[src/rtl/if_fetch.sv]
// if_fetch: instruction-fetch stage with an optional direct-mapped I-cache.
// Holds the PC and hands instruction words to IF/ID. On a miss it raises a held
// request to the memory controller's IF port and waits for a one-cycle
// completion pulse. Redirects come from EX (jump_i), stalls from pipeline control.
// Define ICACHE_EN to build the cache. Without it, every fetch takes the miss path.
//
// Ports:
//   clk, rst (async, active-high), rdy (global enable; all state holds while low)
//   stall_i            IF/ID cannot accept; presented word and pc hold
//   jump_i/jump_addr_i single-cycle redirect from EX
//   if_addr/if_request fetch address and level request to memory controller
//   mem_inst_i/mem_inst_valid_i  returned word and its completion pulse
//   pc_o/inst_o/valid_o          instruction to IF/ID (registered)
module if_fetch #(
  parameter logic [31:0] RESET_PC = 32'h0000_0000,
  parameter int unsigned IDX_W    = 6
) (
  input  logic        clk,
  input  logic        rst,
  input  logic        rdy,
  input  logic        stall_i,
  input  logic        jump_i,
  input  logic [31:0] jump_addr_i,
  output logic [31:0] if_addr,
  output logic        if_request,
  input  logic [31:0] mem_inst_i,
  input  logic        mem_inst_valid_i,
  output logic [31:0] pc_o,
  output logic [31:0] inst_o,
  output logic        valid_o
);

  typedef enum logic [1:0] {RUN, MISS, DISCARD} state_t;

  state_t      state, state_n;
  logic [31:0] pc, pc_n, pc_inc_c;
  logic [31:0] pc_o_n, inst_o_n, if_addr_n;
  logic        valid_o_n, if_req_n;
  logic        hold_v, hold_v_n;
  logic [31:0] hold_inst, hold_inst_n;
  logic        fill_c;
  logic        hit_c;
  logic [31:0] hit_data_c;

`ifdef ICACHE_EN
  localparam int unsigned TAG_W = 32 - IDX_W - 2;
  localparam int unsigned LINES = 1 << IDX_W;

  logic [LINES-1:0] line_valid;
  logic [TAG_W-1:0] tag_mem  [LINES];
  logic [31:0]      data_mem [LINES];
  logic [IDX_W-1:0] rd_idx_c, wr_idx_c;

  assign rd_idx_c   = pc[IDX_W+1:2];
  assign wr_idx_c   = if_addr[IDX_W+1:2];
  assign hit_c      = line_valid[rd_idx_c] && (tag_mem[rd_idx_c] == pc[31:IDX_W+2]);
  assign hit_data_c = data_mem[rd_idx_c];

  // Valid bits need reset; tag/data arrays do not.
  always_ff @(posedge clk or posedge rst) begin
    if (rst) begin
      line_valid <= '0;
    end else if (rdy && fill_c) begin
      line_valid[wr_idx_c] <= 1'b1;
    end
  end

  // Every returned word is filled, including discarded ones: the address is genuine.
  always_ff @(posedge clk) begin
    if (rdy && fill_c) begin
      tag_mem[wr_idx_c]  <= if_addr[31:IDX_W+2];
      data_mem[wr_idx_c] <= mem_inst_i;
    end
  end
`else
  assign hit_c      = 1'b0;
  assign hit_data_c = 32'h0;
`endif

  assign pc_inc_c = pc + 32'd4;

  // Next-state and next-output logic.
  always_comb begin
    state_n     = state;
    pc_n        = pc;
    pc_o_n      = pc_o;
    inst_o_n    = inst_o;
    valid_o_n   = valid_o;
    if_addr_n   = if_addr;
    if_req_n    = if_request;
    hold_v_n    = hold_v;
    hold_inst_n = hold_inst;
    fill_c      = 1'b0;
    case (state)
      RUN: begin
        if (jump_i) begin
          pc_n      = jump_addr_i;
          valid_o_n = 1'b0;
          hold_v_n  = 1'b0;
        end else if (!stall_i) begin
          if (hold_v) begin
            // Word completed under stall; present it now.
            valid_o_n = 1'b1;
            inst_o_n  = hold_inst;
            pc_o_n    = pc;
            pc_n      = pc_inc_c;
            hold_v_n  = 1'b0;
          end else if (hit_c) begin
            valid_o_n = 1'b1;
            inst_o_n  = hit_data_c;
            pc_o_n    = pc;
            pc_n      = pc_inc_c;
          end else begin
            valid_o_n = 1'b0;
            if_addr_n = pc;
            if_req_n  = 1'b1;
            state_n   = MISS;
          end
        end
      end
      MISS: begin
        if (mem_inst_valid_i) begin
          fill_c   = 1'b1;
          if_req_n = 1'b0;
          state_n  = RUN;
        end
        if (jump_i) begin
          // Redirect wins over a simultaneous response; the line is still filled.
          pc_n      = jump_addr_i;
          valid_o_n = 1'b0;
          hold_v_n  = 1'b0;
          if (!mem_inst_valid_i) state_n = DISCARD;
        end else if (mem_inst_valid_i) begin
          if (stall_i) begin
            hold_v_n    = 1'b1;
            hold_inst_n = mem_inst_i;
          end else begin
            valid_o_n = 1'b1;
            inst_o_n  = mem_inst_i;
            pc_o_n    = pc;
            pc_n      = pc_inc_c;
          end
        end
      end
      DISCARD: begin
        if (jump_i) pc_n = jump_addr_i;
        if (mem_inst_valid_i) begin
          fill_c   = 1'b1;
          if_req_n = 1'b0;
          state_n  = RUN;
        end
      end
      default: state_n = RUN;
    endcase
  end

  // State and registered outputs; everything freezes while rdy is low.
  always_ff @(posedge clk or posedge rst) begin
    if (rst) begin
      state      <= RUN;
      pc         <= RESET_PC;
      pc_o       <= 32'h0;
      inst_o     <= 32'h0;
      valid_o    <= 1'b0;
      if_addr    <= 32'h0;
      if_request <= 1'b0;
      hold_v     <= 1'b0;
      hold_inst  <= 32'h0;
    end else if (rdy) begin
      state      <= state_n;
      pc         <= pc_n;
      pc_o       <= pc_o_n;
      inst_o     <= inst_o_n;
      valid_o    <= valid_o_n;
      if_addr    <= if_addr_n;
      if_request <= if_req_n;
      hold_v     <= hold_v_n;
      hold_inst  <= hold_inst_n;
    end
  end

endmodule

[config.mk]
export PLATFORM = sky130hd
export DESIGN_NAME = if_fetch
export DESIGN_NICKNAME = d
export VERILOG_FILES = /design/src/rtl/if_fetch.sv
export SDC_FILE = /design/constraint.sdc
export NUM_CORES = 1
export LEC_CHECK = 0
export CORE_MARGIN = 1.5
export CORE_UTILIZATION = 45
export CTS_CLUSTER_DIAMETER = 100
export CTS_CLUSTER_SIZE = 25
export DETAILED_ROUTE_END_ITERATION = 16
export PLACE_DENSITY = 0.73
export SYNTH_ARGS = -nofsm -noshare
export SYNTH_HDL_FRONTEND = slang
export SYNTH_SLANG_ARGS = --single-unit
[constraint.sdc]
create_clock -name clk -period 9.35 [get_ports clk]
set_input_delay 1.87 -clock clk [delete_from_list [all_inputs] [get_ports clk]]
set_output_delay 1.87 -clock clk [all_outputs]
set_load 0.01 [all_outputs]
==> results of run 1 <==
## power by group
part / leakage, nW / total (mW) / switching, mW / internal (mW)
logic: 1.83 / 1.35 / 0.597 / 0.749
registers: 1.97 / 1.33 / 0.272 / 1.06
clock network: 0.277 / 0.701 / 0.282 / 0.420
## Yosys cell counts (3+ instances only)
cell,instances
a2bb2oi_1,3
a31oi_1,6
nand3_1,17
or4_1,3
o211ai_1,3
clkbuf_1,25
o21ai_0,29
nand4_1,10
and2_1,3
mux2_2,91
o31ai_1,3
inv_1,11
nor2_1,56
nand2_1,35
o22ai_1,9
nand2b_1,4
ha_1,5
buf_2,19
mux2i_1,33
and4_1,5
nor3_1,10
a21oi_1,73
or2_2,3
dfrtp_1,165
## placed cells by master (no fill, tap or decap), types with 3 or more instances in the layout
cell / instances
a31oi_1: 6
o211ai_1: 3
nor2_1: 54
buf_4: 6
mux2i_1: 33
nor3_1: 10
mux2_2: 91
dfrtp_1: 165
a2bb2oi_1: 3
or4_1: 3
clkdlybuf4s50_1: 167
nand3_1: 16
nand4_1: 10
ha_1: 4
and2_1: 3
clkbuf_1: 3
nor2_4: 3
o31ai_1: 3
clkinvlp_4: 3
bufinv_16: 3
o21ai_0: 29
nand2_1: 35
inv_1: 10
o22ai_1: 9
nand2b_1: 4
or2_2: 3
clkbuf_16: 17
and4_1: 5
a21oi_1: 73
clkinv_4: 3
## tightest hold or removal path, delay by kind of cell (launching register included)
family	cells	cell delay [ns]
compound gates	1	0.06
flops	1	0.34
simple gates	1	0.05
## registers in the layout, indices dropped and copies added (netlist names)
name and cells:
valid_o 1, hold_v 1, pc_o 32, if_addr 32
pc 32, inst_o 32, state 2, if_request 1
hold_inst 32
## final cells by class
cell class | count | area (sq um) | area share (%)
multi-input combinational | 435 | 3114 | 31.57
tap | 216 | 270.3 | 2.739
clock buffer | 20 | 436.7 | 4.426
inverter | 11 | 46.29 | 0.4692
clock inverter | 11 | 152.6 | 1.547
timing repair buffer | 173 | 1717 | 17.40
sequential | 165 | 4129 | 41.85
## metal layers
metal  vias to the layer above  part of all wire, %
met1                      2771                   43
met4                         0                  1.6
met3                        32                  8.3
met2                       215                   47
met5                         -                    0
li1                       2665                    -
## through the flow
step / cells / area, sq um
floorplan: 656 / 7455
global placement: 1000 / 9276
detailed placement: 1000 / 9276
CTS: 1031 / 9866
global route: 1031 / 9866
finish: 1031 / 9866
## cell families (layout without fill, tap and decap cells)
group / after synthesis / count (layout)
adders and majority gates: 5 / 5
AOI/OAI and AO/OA: 148 / 148
muxes: 124 / 124
and+or+nand+nor: 158 / 158
DFF: 165 / 165
buffers and inverters: 56 / 215
## worst paths after layout
| check | end | slack (ns) |
|---|---|---|
| min in group asynchronous | if_addr[30] | 1.95 |
| hold reg to reg | if_addr[1] | 0.48 |
| setup / recovery | pc_o[0] | 4.94 |
| max in group asynchronous | pc[7] | 5.87 |
| setup reg to reg | pc_o[0] | 5.94 |
| hold / removal | if_addr[1] | 0.48 |
==> run metrics, run 1 <==
worst skew pair latency roughly 0.42 ns; DRT iter0 DRCs 488; Via density 5.512; GRT met2 Usage 34.01%; die area approximately 0.017 sq mm; Distinct cells, synth 53; pre-CTS setup slack about 4.5 ns; CP bufs+invs 2; Crit-path slowest cell buf_4; GP Congestion between 0.8 and 0.9; PwrDens about 340 mW/mm^2; Post CTS Setup Buffer Count 0; syn nets around 730; utilization after layout between 60% and 70%; largest family of logic cells by synthesized area multiplexers; critical path arrival around 4.7 ns; routed vias roughly 5,700; wire length of the first global-routing pass about 30,000 um; status finished, final reports clean; max-slew violations 0; Crit. End Element register; FF-to-FF path depth 7; Seq/Total Area, Yosys between 50% and 60%; Yosys top cell area share a little under three fifths; Rows between 40 and 50; # IOs 168; Cell Chain, Critical Path clkdlybuf4s50_1 > nor2b_1 > o2111ai_1 > nor2_4 > buf_4 > mux2_2; Synth Area in Compound Gates a little under an eighth; leakage between 4 and 5 nW; Synth-to-Final Area Change 32.34%; class of the worst hold path reg2reg; crit path from jump_i; WL per Instance 17.31 um; Max Cap Violations 0; Synth async-reset ratio 100.0%; Synth area leaders dfrtp_1 55%, mux2_2 14%, a21oi_1 4.9%, mux2i_1 4.4%, nor2_1 2.8%; CTS sink count between 150 and 200; Die W about 130 um; largest net degree at the start of global routing between 80 and 90; setup TNS 0 ns; CTS buffer count 17; post-layout min period approximately 4.4 ns; flops & latches, synth roughly 170; grt met3 use 7.292%; total gr overflow 0; grt peak-use layer met2; Final nets slightly below 900; tightest hold margin roughly 0.48 ns; fraction of final layout cells sized beyond drive strength 1 17.18%; GRT Resource Usage Total between 20% and 30%; met1 Use GR 26.97%; xor and xnor area share after synthesis 0%; headroom to the max-slew limit 29.74%; cts hold-fix bufs 0; Worst-Margin Slew roughly 1.1 ns; area leader, netlist dfrtp_1; Crit path largest cell delay approximately 0.7 ns; Post-synth EDFFs 0; VDD IR max approximately 0.18 mV; DPL Wire Length 11,910 um; startpoint types input pin; DRC viols 0; height of the die 131.7 um; CP Depth 6; mux cell area share after synthesis a little under a fifth; synthesized area roughly 0.0075 sq mm; crit share post-route between 40% and 50%; vias in the first global route about 5,800; worst setup slack after layout around 4.9 ns; CP Class in2reg; Longest Clk Path Bufs 2; H-Tree Depth 4; Worst Path Max Fanout 74; Routed WL between 15,000 and 20,000 um; Max Clk Rate ~230 MHz; Worst Skew 0.008443 ns; Clk Tree Root Cell clkbuf_16; clock slew at reported path FFs about 0.060 ns; WP data required about 9.7 ns; RR Startpoint state[1]; Post-Synth Simple-Gate Area 10.78%; final hold viol count 0; CTS tree done; core area 0.01606 sq mm; First-pass DRT Iterations 5; Min-Delay Path Depth 2; Initial Utilization a little under half; Synth Warn # 0; Final ANT Viol Nets 0; number of antenna violations at the first check in global routing 0; Main synth FF type dfrtp_1; Avg Inst Size Synth around 11 sq um; # resized after CTS 0; RSZ-0062 raised after global routing no; Filler Cells Inserted between 1,000 and 1,500; Power Total ~3.4 mW; synthesized-area fraction occupied by adder cells 0.8392%; setup violators final 0; CP top delay family buffers and inverters; antenna cells 0; hold_sp if_addr[1]; Synth Instances about 660; IO Port Bufs about 170
(Power assumes the default switching activity.)
==> inputs of run 2 (changes only) <==
PLACE_DENSITY = 0.76   (was 0.73)
clock period = 4 ns   (was 9.35 ns; I/O delays follow)
==> run metrics, run 2 (synthesized netlist as in run 1, its figures left out) <==
CP top delay family buffers and inverters; H-Tree Depth 4; class of the worst hold path reg2reg; setup violators final 0; setup TNS 0 ns; leakage slightly above 4 nW; startpoint types input pin; Die W around 130 um; final hold viol count 0; Power Total 7.845 mW; CP Class in2reg; wire length of the first global-routing pass about 30,000 um; Synth-to-Final Area Change 32.98%; Crit path largest cell delay approximately 0.60 ns; cts hold-fix bufs 0; headroom to the max-slew limit about two fifths; Worst Skew 0.01001 ns; Final nets 884; DRT iter0 DRCs 461; clock slew at reported path FFs 0.06 ns; Crit. End Element register; crit share post-route a little over two thirds; Rows 46; post-layout min period roughly 2.8 ns; WP data required 4.34 ns; Filler Cells Inserted roughly 1,200; routed vias around 5,800; Max Clk Rate ~360 MHz; RSZ-0062 raised after global routing no; Min-Delay Path Depth 2; number of antenna violations at the first check in global routing 1; DRC viols 0; status finished, final reports clean; First-pass DRT Iterations 5; CTS sink count between 150 and 200; # IOs 168; CTS buffer count 17; die area 0.01735 sq mm; Longest Clk Path Bufs 2; fraction of final layout cells sized beyond drive strength 1 between 10% and 20%; WL per Instance 17.59 um; height of the die between 100 and 150 um; FF-to-FF path depth 7; Post CTS Setup Buffer Count 0; GRT Resource Usage Total a little over a fifth; Max Cap Violations 0; PwrDens just under 800 mW/mm^2; Initial Utilization 46.42%; Worst-Margin Slew 0.8916 ns; Via density between 5 and 6; Routed WL roughly 18,000 um; # resized after CTS 0; VDD IR max between 0.3 and 0.4 mV; DPL Wire Length roughly 13,000 um; post-route cell area ~0.0099 sq mm; GP Congestion about 0.8; CTS tree done; Cell Chain, Critical Path clkdlybuf4s50_1 > nor2b_1 > o2111ai_1 > nor2_4 > buf_4 > nor2_1 > a21oi_1; max-slew violations 0; CP bufs+invs 2; IO Port Bufs approximately 170; total gr overflow 0; commonest non-fill, non-tap cells in the layout 167 x clkdlybuf4s50_1, 165 x dfrtp_1, 91 x mux2_2, 73 x a21oi_1, 54 x nor2_1; core area about 0.016 sq mm; antenna cells 0; post-placement cell area 0.009345 sq mm; most common cell after layout, fill and taps aside clkdlybuf4s50_1; Worst Path Max Fanout 40; Crit-path slowest cell clkdlybuf4s50_1; CP Depth 7; critical path arrival ~3.1 ns; Final ANT Viol Nets 0; worst skew pair latency ~0.42 ns; vias in the first global route around 6,000; Clk Tree Root Cell clkbuf_16; largest net degree at the start of global routing 109
[run 2: cell count changes in the layout (fill, tap and decap cells not counted), sizes merged]
cell      before  now
inv           12   11
bufinv         3    0
clkinvlp       3    5
clkbuf        20   23
buf            6   12
[run 2: worst paths after layout]
check | to | slack [ns] | start
max in group asynchronous | pc[31] | 2.53 | rst
setup / recovery | inst_o[17] | 1.22 | jump_i
hold / removal | if_addr[7] | 0.49 | if_addr[7]
hold reg to reg | if_addr[7] | 0.49 | if_addr[7]
min in group asynchronous | inst_o[4] | 0.88 | rst
setup reg to reg | pc[4] | 1.29 | state[1]
[run 2: per-layer routing]
| layer | part of all wire [%] | up-vias | global-route usage [%] |
|---|---|---|---|
| met2 | 49 | 213 | 35.79 |
| met5 | 0.071 | - | 0 |
| met4 | 1.2 | 2 | 6.481 |
| met1 | 43 | 2836 | 27.87 |
| li1 | - | 2680 | - |
| met3 | 7.5 | 25 | 7.099 |
[run 2: metrics by stage]
step                hold slack (ns)  setup WS, ns  std cells  utilization, %
floorplan                    0.4787         1.101        656               -
global placement             0.4708        0.8762       1006           58.20
detailed placement           0.4783        0.7514       1006           58.20
CTS                          0.4920         1.206       1038           61.73
global route                 0.5132         1.009       1038           61.73
finish                       0.4907         1.218       1038           61.73
[run 2: final cells by class]
type	instances	area [sq um]	share of cell area (%)
timing repair buffer	179	1787	18.02
clock inverter	9	70.07	0.7068
tap	216	270.3	2.726
sequential	165	4129	41.65
multi-input combinational	435	3114	31.41
clock buffer	23	498.0	5.023
inverter	11	45.04	0.4544
[run 2: worst reg2reg max path: stages, from the launching register on]
cell and delay, ns:
dfrtp_1 0.45, inv_1 0.12, ha_2 0.43, nand2b_1 0.13, a21oi_1 0.36, or4_1 0.77, nor2_1 0.14, o22a_1 0.21
[run 2: power by group]
| part | leakage [nW] | internal [mW] | total (mW) | switching [mW] |
|---|---|---|---|---|
| registers | 1.97 | 2.48 | 3.14 | 0.658 |
| clock network | 0.268 | 0.880 | 1.53 | 0.654 |
| logic | 1.87 | 1.77 | 3.17 | 1.40 |
==> inputs of run 3 (changes only) <==
PLACE_DENSITY = 0.73   (was 0.76)
clock period = 2.58 ns   (was 4 ns; I/O delays follow)
==> run metrics, run 3 (synthesized netlist as in run 1, its figures left out) <==
setup violators final 0; height of the die 131.7 um; Synth-to-Final Area Change 35.77%; DRT iter0 DRCs ~650; status finished, final reports clean; class of the worst hold path reg2reg; Worst Skew 0.005148 ns; leakage between 4 and 5 nW; PwrDens ~1200 mW/mm^2; post-route cell area a little over 0.01 sq mm; Die W around 130 um; Via density 5.547; CTS buffer count 17; VDD IR max just over 0.6 mV; # resized after CTS 0; RR Startpoint pc[2]; pre-CTS setup slack between 0.07 and 0.08 ns; WL per Instance 17.25 um; die area approximately 0.017 sq mm; vias in the first global route around 6,000; placed cells around 1,000; fraction of final layout cells sized beyond drive strength 1 a little under a fifth; Reg2Reg Capture Point pc[30]; most common cell after layout, fill and taps aside clkdlybuf4s50_1; critical path arrival approximately 2.7 ns; post-layout min period 2.352 ns; CTS sink count roughly 170; largest net degree at the start of global routing 97; GP Congestion 0.8536; fin cells around 1,000; worst skew pair latency approximately 0.42 ns; Post CTS Setup Buffer Count 0; Clk Tree Root Cell clkbuf_16; commonest non-fill, non-tap cells in the layout 167 x clkdlybuf4s50_1, 165 x dfrtp_1, 91 x mux2_2, 73 x a21oi_1, 54 x nor2_1; final hold viol count 0; headroom to the max-slew limit about three fifths; Routed WL 18,020 um; RSZ-0062 raised after global routing no; total gr overflow 0; Final nets 891; Max Cap Violations 0; combinational share of power between 30% and 40%; DRC viols 0; startpoint types register; Final ANT Viol Nets 0; # IOs approximately 170; hold_sp if_addr[7]; Longest Clk Path Bufs 2; Worst-Margin Slew around 0.62 ns; GRT Resource Usage Total between 20% and 30%; clock slew at reported path FFs about 0.06 ns; Initial Utilization 46.42%; number of antenna violations at the first check in global routing 0; setup TNS 0 ns; Rows 46; CTS tree done; DPL Wire Length between 10,000 and 15,000 um; sw frac around a third; CP Class reg2reg; Max Clk Rate 425.2 MHz; Power Total 12.52 mW; WP data required slightly below 3 ns; First-pass DRT Iterations 5; routed vias about 5,800; worst setup slack after layout between 0.2 and 0.25 ns; crit share post-route between 90% and 100%; H-Tree Depth 4; r2r setup slk 0.23 ns; post-placement cell area between 0.009 and 0.01 sq mm; utilization after layout 63.03%; cts hold-fix bufs 0; P_sw approximately 4.2 mW; Filler Cells Inserted about 1,200; Reg power frac approximately 39%; Power Internal 8.332 mW; Clock Power Share 21.5%; tightest hold margin 0.4861 ns; max-slew violations 0; core area around 0.016 sq mm; antenna cells 0; Worst Path Max Fanout 7; wire length of the first global-routing pass 29,780 um; FF-to-FF path depth 6; Min-Delay Path Depth 2; Hold Crit Endpoint if_addr[7]; IO Port Bufs 167; Crit. End Element register
run 3: power groups by stage:
| stage | Combinational (mW) | Clock [mW] | Sequential, mW |
|---|---|---|---|
| 3_5_place_dp | 4.99 | 0 | 4.87 |
| 5_1_grt | 5.40 | 2.85 | 5.04 |
| 2_1_floorplan | 2.45 | 0 | 4.95 |
| 4_1_cts | 5.03 | 2.76 | 4.85 |
| 3_3_place_gp | 4.86 | 0 | 4.80 |
| 6_report | 4.97 | 2.69 | 4.86 |
run 3: worst max-delay path by stage:
stage                      from      endpoint  slack (ns)  depth (start not counted)
2_1_floorplan               rst  hold_inst[0]       -0.03                          1
4_1_cts                   pc[3]        pc[30]        0.23                          6
5_1_grt                   pc[2]        pc[30]        0.10                          6
3_5_place_dp             jump_i    inst_o[17]        0.07                          8
3_3_place_gp   mem_inst_valid_i        pc[17]        0.13                          7
6_report                  pc[2]        pc[30]        0.23                          6
run 3: routing by layer:
metal | GRT usage (%) | routed length [um]
met5 | 0 | 0
met4 | 8.951 | 365
met3 | 7.022 | 1411
met2 | 35.44 | 8707
met1 | 26.17 | 7539
run 3: area by class of cell:
class,instances,area [sq um],share of cell area (%)
Clock buffer,21,460.4,4.549
Tap cell,216,270.3,2.670
Clock inverter,11,175.2,1.731
Timing Repair Buffer,186,1927,19.04
Inverter,11,45.04,0.4450
Multi-Input combinational cell,435,3114,30.77
Sequential cell,165,4129,40.80
run 3: critical path: stages (launching register included):
cell and delay (ns):
dfrtp_1 0.47, ha_1 0.30, nand4_4 0.17, or4_1 0.74, nor2_4 0.20, a41oi_1 0.13
o211a_1 0.22
